File: src/rtl/wb_arbiter_2m_if.sv
// =============================================================================
// Module  : wshb_if
// Brief   : Wishbone classic bus bundle (32-bit address/data) with master/slave views.
// Revision: 1.0
// =============================================================================
`default_nettype none

interface wshb_if;
    logic [31:0] adr;
    logic [31:0] dat_ms;
    logic [31:0] dat_sm;
    logic [3:0]  sel;
    logic        we;
    logic        stb;
    logic        cyc;
    logic [2:0]  cti;
    logic [1:0]  bte;
    logic        ack;
    logic        err;
    logic        rty;

    modport master (
        output adr, dat_ms, sel, we, stb, cyc, cti, bte,
        input  dat_sm, ack, err, rty
    );

    modport slave (
        input  adr, dat_ms, sel, we, stb, cyc, cti, bte,
        output dat_sm, ack, err, rty
    );
endinterface

`default_nettype wire

File: src/rtl/wb_arbiter_2m.sv
// =============================================================================
// Module  : wb_arbiter_2m
// Brief   : Two-master round-robin Wishbone classic arbiter onto one slave.
//           Optional stall watchdog enabled by defining WB_ARB_TIMEOUT_EN.
// Revision: 1.0
// =============================================================================
`default_nettype none

module wb_arbiter_2m #(
    parameter int TIMEOUT_CYCLES = 64
) (
    input  wire logic clk,
    input  wire logic rst,
    wshb_if.slave     wb_m0,
    wshb_if.slave     wb_m1,
    wshb_if.master    wb_s
);

    typedef enum logic [1:0] {
        IDLE = 2'd0,
        GNT0 = 2'd1,
        GNT1 = 2'd2
    } state_t;

    state_t state_q;
    logic   last_grant_q;
    logic   w_req0;
    logic   w_req1;
    logic   w_gnt0;
    logic   w_gnt1;
    logic   w_timeout;

    generate
        if (TIMEOUT_CYCLES < 2 || TIMEOUT_CYCLES > 1023) begin : g_bad_timeout
            $error("TIMEOUT_CYCLES must be in 2..1023");
        end
    endgenerate

    assign w_req0 = wb_m0.cyc & wb_m0.stb;
    assign w_req1 = wb_m1.cyc & wb_m1.stb;
    assign w_gnt0 = (state_q == GNT0);
    assign w_gnt1 = (state_q == GNT1);

`ifdef WB_ARB_TIMEOUT_EN
    localparam logic [9:0] c_TO_LIMIT = 10'(TIMEOUT_CYCLES - 1);
    logic [9:0] wd_cnt_q;
    assign w_timeout = (state_q != IDLE) && (wd_cnt_q == c_TO_LIMIT);
`else
    assign w_timeout = 1'b0;
`endif

    // Grant is only ever released through IDLE, so a new owner always sees one idle cycle.
    always_ff @(posedge clk) begin
        if (rst) begin
            state_q      <= IDLE;
            last_grant_q <= 1'b1;
        end else begin
            case (state_q)
                IDLE: begin
                    if (w_req0 && (!w_req1 || last_grant_q)) begin
                        state_q <= GNT0;
                    end else if (w_req1) begin
                        state_q <= GNT1;
                    end
                end
                GNT0: begin
                    if (!wb_m0.cyc || w_timeout) begin
                        state_q      <= IDLE;
                        last_grant_q <= 1'b0;
                    end
                end
                GNT1: begin
                    if (!wb_m1.cyc || w_timeout) begin
                        state_q      <= IDLE;
                        last_grant_q <= 1'b1;
                    end
                end
                default: state_q <= IDLE;
            endcase
        end
    end

`ifdef WB_ARB_TIMEOUT_EN
    // Held at zero in IDLE so every grant starts counting from a clean slate.
    always_ff @(posedge clk) begin
        if (rst) begin
            wd_cnt_q <= '0;
        end else if (state_q == IDLE || wb_s.ack) begin
            wd_cnt_q <= '0;
        end else if (wb_s.stb) begin
            wd_cnt_q <= wd_cnt_q + 10'd1;
        end
    end
`endif

    always_comb begin
        wb_s.adr    = '0;
        wb_s.dat_ms = '0;
        wb_s.sel    = '0;
        wb_s.we     = 1'b0;
        wb_s.cyc    = 1'b0;
        wb_s.stb    = 1'b0;
        wb_s.cti    = '0;
        wb_s.bte    = '0;
        case (state_q)
            GNT0: begin
                wb_s.adr    = wb_m0.adr;
                wb_s.dat_ms = wb_m0.dat_ms;
                wb_s.sel    = wb_m0.sel;
                wb_s.we     = wb_m0.we;
                wb_s.cyc    = wb_m0.cyc;
                wb_s.stb    = wb_m0.stb & ~w_timeout;
                wb_s.cti    = wb_m0.cti;
                wb_s.bte    = wb_m0.bte;
            end
            GNT1: begin
                wb_s.adr    = wb_m1.adr;
                wb_s.dat_ms = wb_m1.dat_ms;
                wb_s.sel    = wb_m1.sel;
                wb_s.we     = wb_m1.we;
                wb_s.cyc    = wb_m1.cyc;
                wb_s.stb    = wb_m1.stb & ~w_timeout;
                wb_s.cti    = wb_m1.cti;
                wb_s.bte    = wb_m1.bte;
            end
            default: ;
        endcase
    end

    // Responses while IDLE (late acks) reach neither master.
    assign wb_m0.ack    = w_gnt0 & wb_s.ack;
    assign wb_m0.err    = w_gnt0 & (wb_s.err | w_timeout);
    assign wb_m0.rty    = w_gnt0 & wb_s.rty;
    assign wb_m0.dat_sm = w_gnt0 ? wb_s.dat_sm : '0;

    assign wb_m1.ack    = w_gnt1 & wb_s.ack;
    assign wb_m1.err    = w_gnt1 & (wb_s.err | w_timeout);
    assign wb_m1.rty    = w_gnt1 & wb_s.rty;
    assign wb_m1.dat_sm = w_gnt1 ? wb_s.dat_sm : '0;

endmodule

`default_nettype wire
File: src/flat_wrapper.sv
// flat-port wrapper written by rule: the top's interface ports become plain ports
module wb_arbiter_2m_flat 
#(
    parameter int TIMEOUT_CYCLES = 64
)
  (clk, rst, wb_m0_adr, wb_m0_dat_ms, wb_m0_sel, wb_m0_we, wb_m0_stb, wb_m0_cyc, wb_m0_cti, wb_m0_bte, wb_m0_dat_sm, wb_m0_ack, wb_m0_err, wb_m0_rty, wb_m1_adr, wb_m1_dat_ms, wb_m1_sel, wb_m1_we, wb_m1_stb, wb_m1_cyc, wb_m1_cti, wb_m1_bte, wb_m1_dat_sm, wb_m1_ack, wb_m1_err, wb_m1_rty, wb_s_adr, wb_s_dat_ms, wb_s_sel, wb_s_we, wb_s_stb, wb_s_cyc, wb_s_cti, wb_s_bte, wb_s_dat_sm, wb_s_ack, wb_s_err, wb_s_rty);
  wshb_if wb_m0_i ();
  wshb_if wb_m1_i ();
  wshb_if wb_s_i ();
  input  wire logic clk;
  input  wire logic rst;
  input wire logic [$bits(wb_m0_i.adr)-1:0] wb_m0_adr;
  input wire logic [$bits(wb_m0_i.dat_ms)-1:0] wb_m0_dat_ms;
  input wire logic [$bits(wb_m0_i.sel)-1:0] wb_m0_sel;
  input wire logic [$bits(wb_m0_i.we)-1:0] wb_m0_we;
  input wire logic [$bits(wb_m0_i.stb)-1:0] wb_m0_stb;
  input wire logic [$bits(wb_m0_i.cyc)-1:0] wb_m0_cyc;
  input wire logic [$bits(wb_m0_i.cti)-1:0] wb_m0_cti;
  input wire logic [$bits(wb_m0_i.bte)-1:0] wb_m0_bte;
  output wire logic [$bits(wb_m0_i.dat_sm)-1:0] wb_m0_dat_sm;
  output wire logic [$bits(wb_m0_i.ack)-1:0] wb_m0_ack;
  output wire logic [$bits(wb_m0_i.err)-1:0] wb_m0_err;
  output wire logic [$bits(wb_m0_i.rty)-1:0] wb_m0_rty;
  input wire logic [$bits(wb_m1_i.adr)-1:0] wb_m1_adr;
  input wire logic [$bits(wb_m1_i.dat_ms)-1:0] wb_m1_dat_ms;
  input wire logic [$bits(wb_m1_i.sel)-1:0] wb_m1_sel;
  input wire logic [$bits(wb_m1_i.we)-1:0] wb_m1_we;
  input wire logic [$bits(wb_m1_i.stb)-1:0] wb_m1_stb;
  input wire logic [$bits(wb_m1_i.cyc)-1:0] wb_m1_cyc;
  input wire logic [$bits(wb_m1_i.cti)-1:0] wb_m1_cti;
  input wire logic [$bits(wb_m1_i.bte)-1:0] wb_m1_bte;
  output wire logic [$bits(wb_m1_i.dat_sm)-1:0] wb_m1_dat_sm;
  output wire logic [$bits(wb_m1_i.ack)-1:0] wb_m1_ack;
  output wire logic [$bits(wb_m1_i.err)-1:0] wb_m1_err;
  output wire logic [$bits(wb_m1_i.rty)-1:0] wb_m1_rty;
  output wire logic [$bits(wb_s_i.adr)-1:0] wb_s_adr;
  output wire logic [$bits(wb_s_i.dat_ms)-1:0] wb_s_dat_ms;
  output wire logic [$bits(wb_s_i.sel)-1:0] wb_s_sel;
  output wire logic [$bits(wb_s_i.we)-1:0] wb_s_we;
  output wire logic [$bits(wb_s_i.stb)-1:0] wb_s_stb;
  output wire logic [$bits(wb_s_i.cyc)-1:0] wb_s_cyc;
  output wire logic [$bits(wb_s_i.cti)-1:0] wb_s_cti;
  output wire logic [$bits(wb_s_i.bte)-1:0] wb_s_bte;
  input wire logic [$bits(wb_s_i.dat_sm)-1:0] wb_s_dat_sm;
  input wire logic [$bits(wb_s_i.ack)-1:0] wb_s_ack;
  input wire logic [$bits(wb_s_i.err)-1:0] wb_s_err;
  input wire logic [$bits(wb_s_i.rty)-1:0] wb_s_rty;
  assign wb_m0_i.adr = wb_m0_adr;
  assign wb_m0_i.dat_ms = wb_m0_dat_ms;
  assign wb_m0_i.sel = wb_m0_sel;
  assign wb_m0_i.we = wb_m0_we;
  assign wb_m0_i.stb = wb_m0_stb;
  assign wb_m0_i.cyc = wb_m0_cyc;
  assign wb_m0_i.cti = wb_m0_cti;
  assign wb_m0_i.bte = wb_m0_bte;
  assign wb_m0_dat_sm = wb_m0_i.dat_sm;
  assign wb_m0_ack = wb_m0_i.ack;
  assign wb_m0_err = wb_m0_i.err;
  assign wb_m0_rty = wb_m0_i.rty;
  assign wb_m1_i.adr = wb_m1_adr;
  assign wb_m1_i.dat_ms = wb_m1_dat_ms;
  assign wb_m1_i.sel = wb_m1_sel;
  assign wb_m1_i.we = wb_m1_we;
  assign wb_m1_i.stb = wb_m1_stb;
  assign wb_m1_i.cyc = wb_m1_cyc;
  assign wb_m1_i.cti = wb_m1_cti;
  assign wb_m1_i.bte = wb_m1_bte;
  assign wb_m1_dat_sm = wb_m1_i.dat_sm;
  assign wb_m1_ack = wb_m1_i.ack;
  assign wb_m1_err = wb_m1_i.err;
  assign wb_m1_rty = wb_m1_i.rty;
  assign wb_s_adr = wb_s_i.adr;
  assign wb_s_dat_ms = wb_s_i.dat_ms;
  assign wb_s_sel = wb_s_i.sel;
  assign wb_s_we = wb_s_i.we;
  assign wb_s_stb = wb_s_i.stb;
  assign wb_s_cyc = wb_s_i.cyc;
  assign wb_s_cti = wb_s_i.cti;
  assign wb_s_bte = wb_s_i.bte;
  assign wb_s_i.dat_sm = wb_s_dat_sm;
  assign wb_s_i.ack = wb_s_ack;
  assign wb_s_i.err = wb_s_err;
  assign wb_s_i.rty = wb_s_rty;
  wb_arbiter_2m #(.TIMEOUT_CYCLES(TIMEOUT_CYCLES)) u_core (.clk(clk), .rst(rst), .wb_m0(wb_m0_i), .wb_m1(wb_m1_i), .wb_s(wb_s_i));
endmodule
File: config.mk
export PLATFORM = sky130hd
export DESIGN_NAME = wb_arbiter_2m_flat
export DESIGN_NICKNAME = d
export VERILOG_FILES = /design/src/rtl/wb_arbiter_2m_if.sv /design/src/rtl/wb_arbiter_2m.sv /design/src/flat_wrapper.sv
export SDC_FILE = /design/constraint.sdc
export NUM_CORES = 1
export LEC_CHECK = 0
export CORE_AREA = 2 2 129 131
export CTS_CLUSTER_SIZE = 12
export DETAILED_ROUTE_END_ITERATION = 16
export DIE_AREA = 0 0 131 133
export PLACE_DENSITY = 0.47
export SLEW_MARGIN = 15
export SYNTH_ARGS = -nofsm -noshare
export SYNTH_HDL_FRONTEND = slang
export SYNTH_SLANG_ARGS = --single-unit
File: constraint.sdc
create_clock -name clk -period 2.2 [get_ports clk]
set_clock_uncertainty 0.05 [all_clocks]
set_input_delay 0.22 -clock clk [delete_from_list [all_inputs] [get_ports clk]]
set_output_delay 0.22 -clock clk [all_outputs]
set_load 0.1 [all_outputs]
==> results of run 1 <==
-- synthesized netlist by cell type --
cell type / number / area share, %
a221o_1: 1 / 0.55
a221oi_1: 2 / 0.96
a22oi_1: 75 / 31
a22oi_4: 1 / 1.2
and2_1: 71 / 24
and3b_1: 1 / 0.48
buf_2: 8 / 2.2
buf_6: 1 / 0.62
clkbuf_1: 24 / 4.9
dfxtp_1: 3 / 3.3
ha_1: 3 / 2.1
inv_1: 3 / 0.62
nand2_1: 3 / 0.62
nor2b_1: 76 / 26
o21ai_0: 1 / 0.27
o31ai_1: 1 / 0.41
or3_1: 1 / 0.34
or3b_1: 1 / 0.48
-- registers in the layout, indices dropped and copies added, names as in the netlist --
signal and flops:
u_core.state_q 2, u_core.last_grant_q 1
-- final cells by class --
cell class	instances	area share, %
repair buffers	348	66.0
multi-input cells	237	28.4
well taps	220	3.63
clock buffers	4	1.04
flip-flops and latches	3	0.792
inverters	3	0.148
-- cell families after synthesis --
kind of cell             synth area share (%)
flip-flops                               3.28
AND/OR/NAND/NOR                          52.2
adder cells (fa/ha/maj)                  2.05
AO/OA/AOI/OAI                            34.1
buffers and inverters                    8.34
-- worst max-delay path by stage --
stage / to / cells past startpoint / start
after CTS: wb_m0_dat_sm[15] / 6 / u_core.state_q[1]
after detailed placement: wb_m0_dat_sm[11] / 6 / u_core.state_q[1]
after global routing: wb_m1_dat_sm[18] / 6 / u_core.state_q[0]
final: wb_m1_dat_sm[14] / 6 / u_core.state_q[0]
after floorplan: wb_s_adr[18] / 7 / u_core.state_q[0]
after global placement: wb_s_sel[0] / 5 / u_core.state_q[0]
-- worst max-delay path, delay by kind of cell (launching register included) --
| kind | cells | cell delay (ns) |
|---|---|---|
| simple gates | 1 | 0.18 |
| fa+ha+maj | 1 | 0.34 |
| flops | 1 | 0.35 |
| buf+inv | 4 | 0.71 |
-- report_power, final --
part | total, W | leakage [nW] | internal [W] | switching [W]
clock network | 0.000296 | 0.0382 | 0.000240 | 0.0000563
logic | 0.00221 | 2.59 | 0.00100 | 0.00120
registers | 0.0000640 | 0.0246 | 0.0000595 | 0.00000449
total | 0.00257 | 2.65 | 0.00130 | 0.00127
-- per-stage QoR --
step           hold WS (ns)  utilization (%)  total power [W]
2_1_floorplan         0.249                -          0.00131
3_3_place_gp          0.415             46.2          0.00225
3_5_place_dp          0.418             46.2          0.00226
6_report              0.424             46.9          0.00257
4_1_cts               0.428             46.7          0.00257
5_1_grt               0.448             46.9          0.00266
-- metal layers --
layer | vias up | track usage, % | wire length [um]
met3 | 9 | 5.22 | 1570
li1 | 1606 | - | -
met4 | 0 | 2.48 | 150
met2 | 194 | 28.2 | 7450
met1 | 1605 | 14.8 | 4590
met5 | - | 0 | 0
==> out/qor.yml, run 1 <==
postCtsSetupBuffers: 0
dp_cells: 809
slew_headroom_pct: 77.1
coreArea_um2: 16200
p_leak_nw: 2.65
clock_latency_ns: 0.23
synth.distinct_cells: 18
fin_crit_sh_pct: 95.5
multi_input_area_um2: 2150
drt_iter0_drc: 98
rsz0062_at_grt: "no"
crit_path_max_incr_delay_ns: 0.35
die_area_um2: 17400
first_global_vias: 3648
regArea_um2: 60.1
grt_overflow: 0
dieHeight_um: 133
worstHoldPathCells: 1
final_cells: 815
diodes: 0
cts_buffer_depth: 2
dpl-instance-area_um2: 7470
clock_sinks: 3
worst_ep_required_time_ns: 1.93
syn-mean-instance-area_um2: 6.63
fp.dieW_um: 131
gp_congestion: 0.814
final_common_cell: "clkdlybuf4s50_1"
setup_violations: 0
grt_start_max_net_pins: 61
route.detailed.drc: 0
synth_fp_nets: 468
grt_pass1_wl_um: 20000
crit_chain: "inv_1 > ha_4 > buf_12 > buf_4 > and2_1 > buf_12"
antenna_found_initial: 0
worst_slack_ns: 0.100
wl_um: 13800
r2r_end: "u_core.state_q[0]"
antenna_left: 0
min_from: "u_core.last_grant_q"
hp-class: "reg2reg"
groute.usage.overall_pct: 14.6
powerDensity_nw_per_um2: 338
r2r_cells: 6
slowest_stage: "dfxtp_1"
wire_per_inst_um: 16.9
clk_pin_slew_ns: 0.03
cp_common_cell: "buf_12"
cts.repair.resized: 0
initial_core_util_pct: 11.3
io_buffer_count: 334
status: "finished clean"
max_freq_ghz: 0.476
rrSetupSlack_ns: 0.25
path_max_fanout: 29
cts-root-buf: "clkbuf_16"
cp-end-kind: "output port"
hold_viol: 0
fillers: 1464
r2r-start: "u_core.state_q[1]"
ys_seq_area_share_pct: 3.28
vias: 3414
io_pins: 335
worstSetupPathType: "reg2out"
postCtsHoldBufs: 0
final_area_um2: 7590
cp_data_arrival_time_ns: 1.83
critPathLaunchType: "flop"
netlist_instances: 276
period_needed_ns: 2.10
htreeDepth: 1
cts_made_buffers: 3
dr.pass1.iters: 4
fin_nets: 788
drive_above_1_share_pct: 40.8
pre_cts_ws_ns: 0.291
syn2layout_area_growth_pct: 315
dpl.hpwl_um: 11600
maxSlewViolCount: 0
final_cell_mix: "188 x clkdlybuf4s50_1, 152 x buf_12, 75 x a22oi_1"
whs_endpoint: "u_core.last_grant_q"
vias_per_cell: 4.19
worst_pin_slew_ns: 0.344
rows: 47
ys_warn_count: 0
ir_drop_v: 0.000228
ys_ff_latch: 3
synth_area_um2: 1830
drv_cap: 0
cts_tree: "yes"
fin_setup_tns_ns: 0
No activity file was read; power rests on OpenSTA's default activity.
==> run 2: changes to the inputs <==
- ABC_CLOCK_PERIOD_IN_PS: not set -> 2200
- HOLD_SLACK_MARGIN: not set -> 0.05
==> results of run 2 <==
Final layout, timing and power as in run 1 (identical DEF).
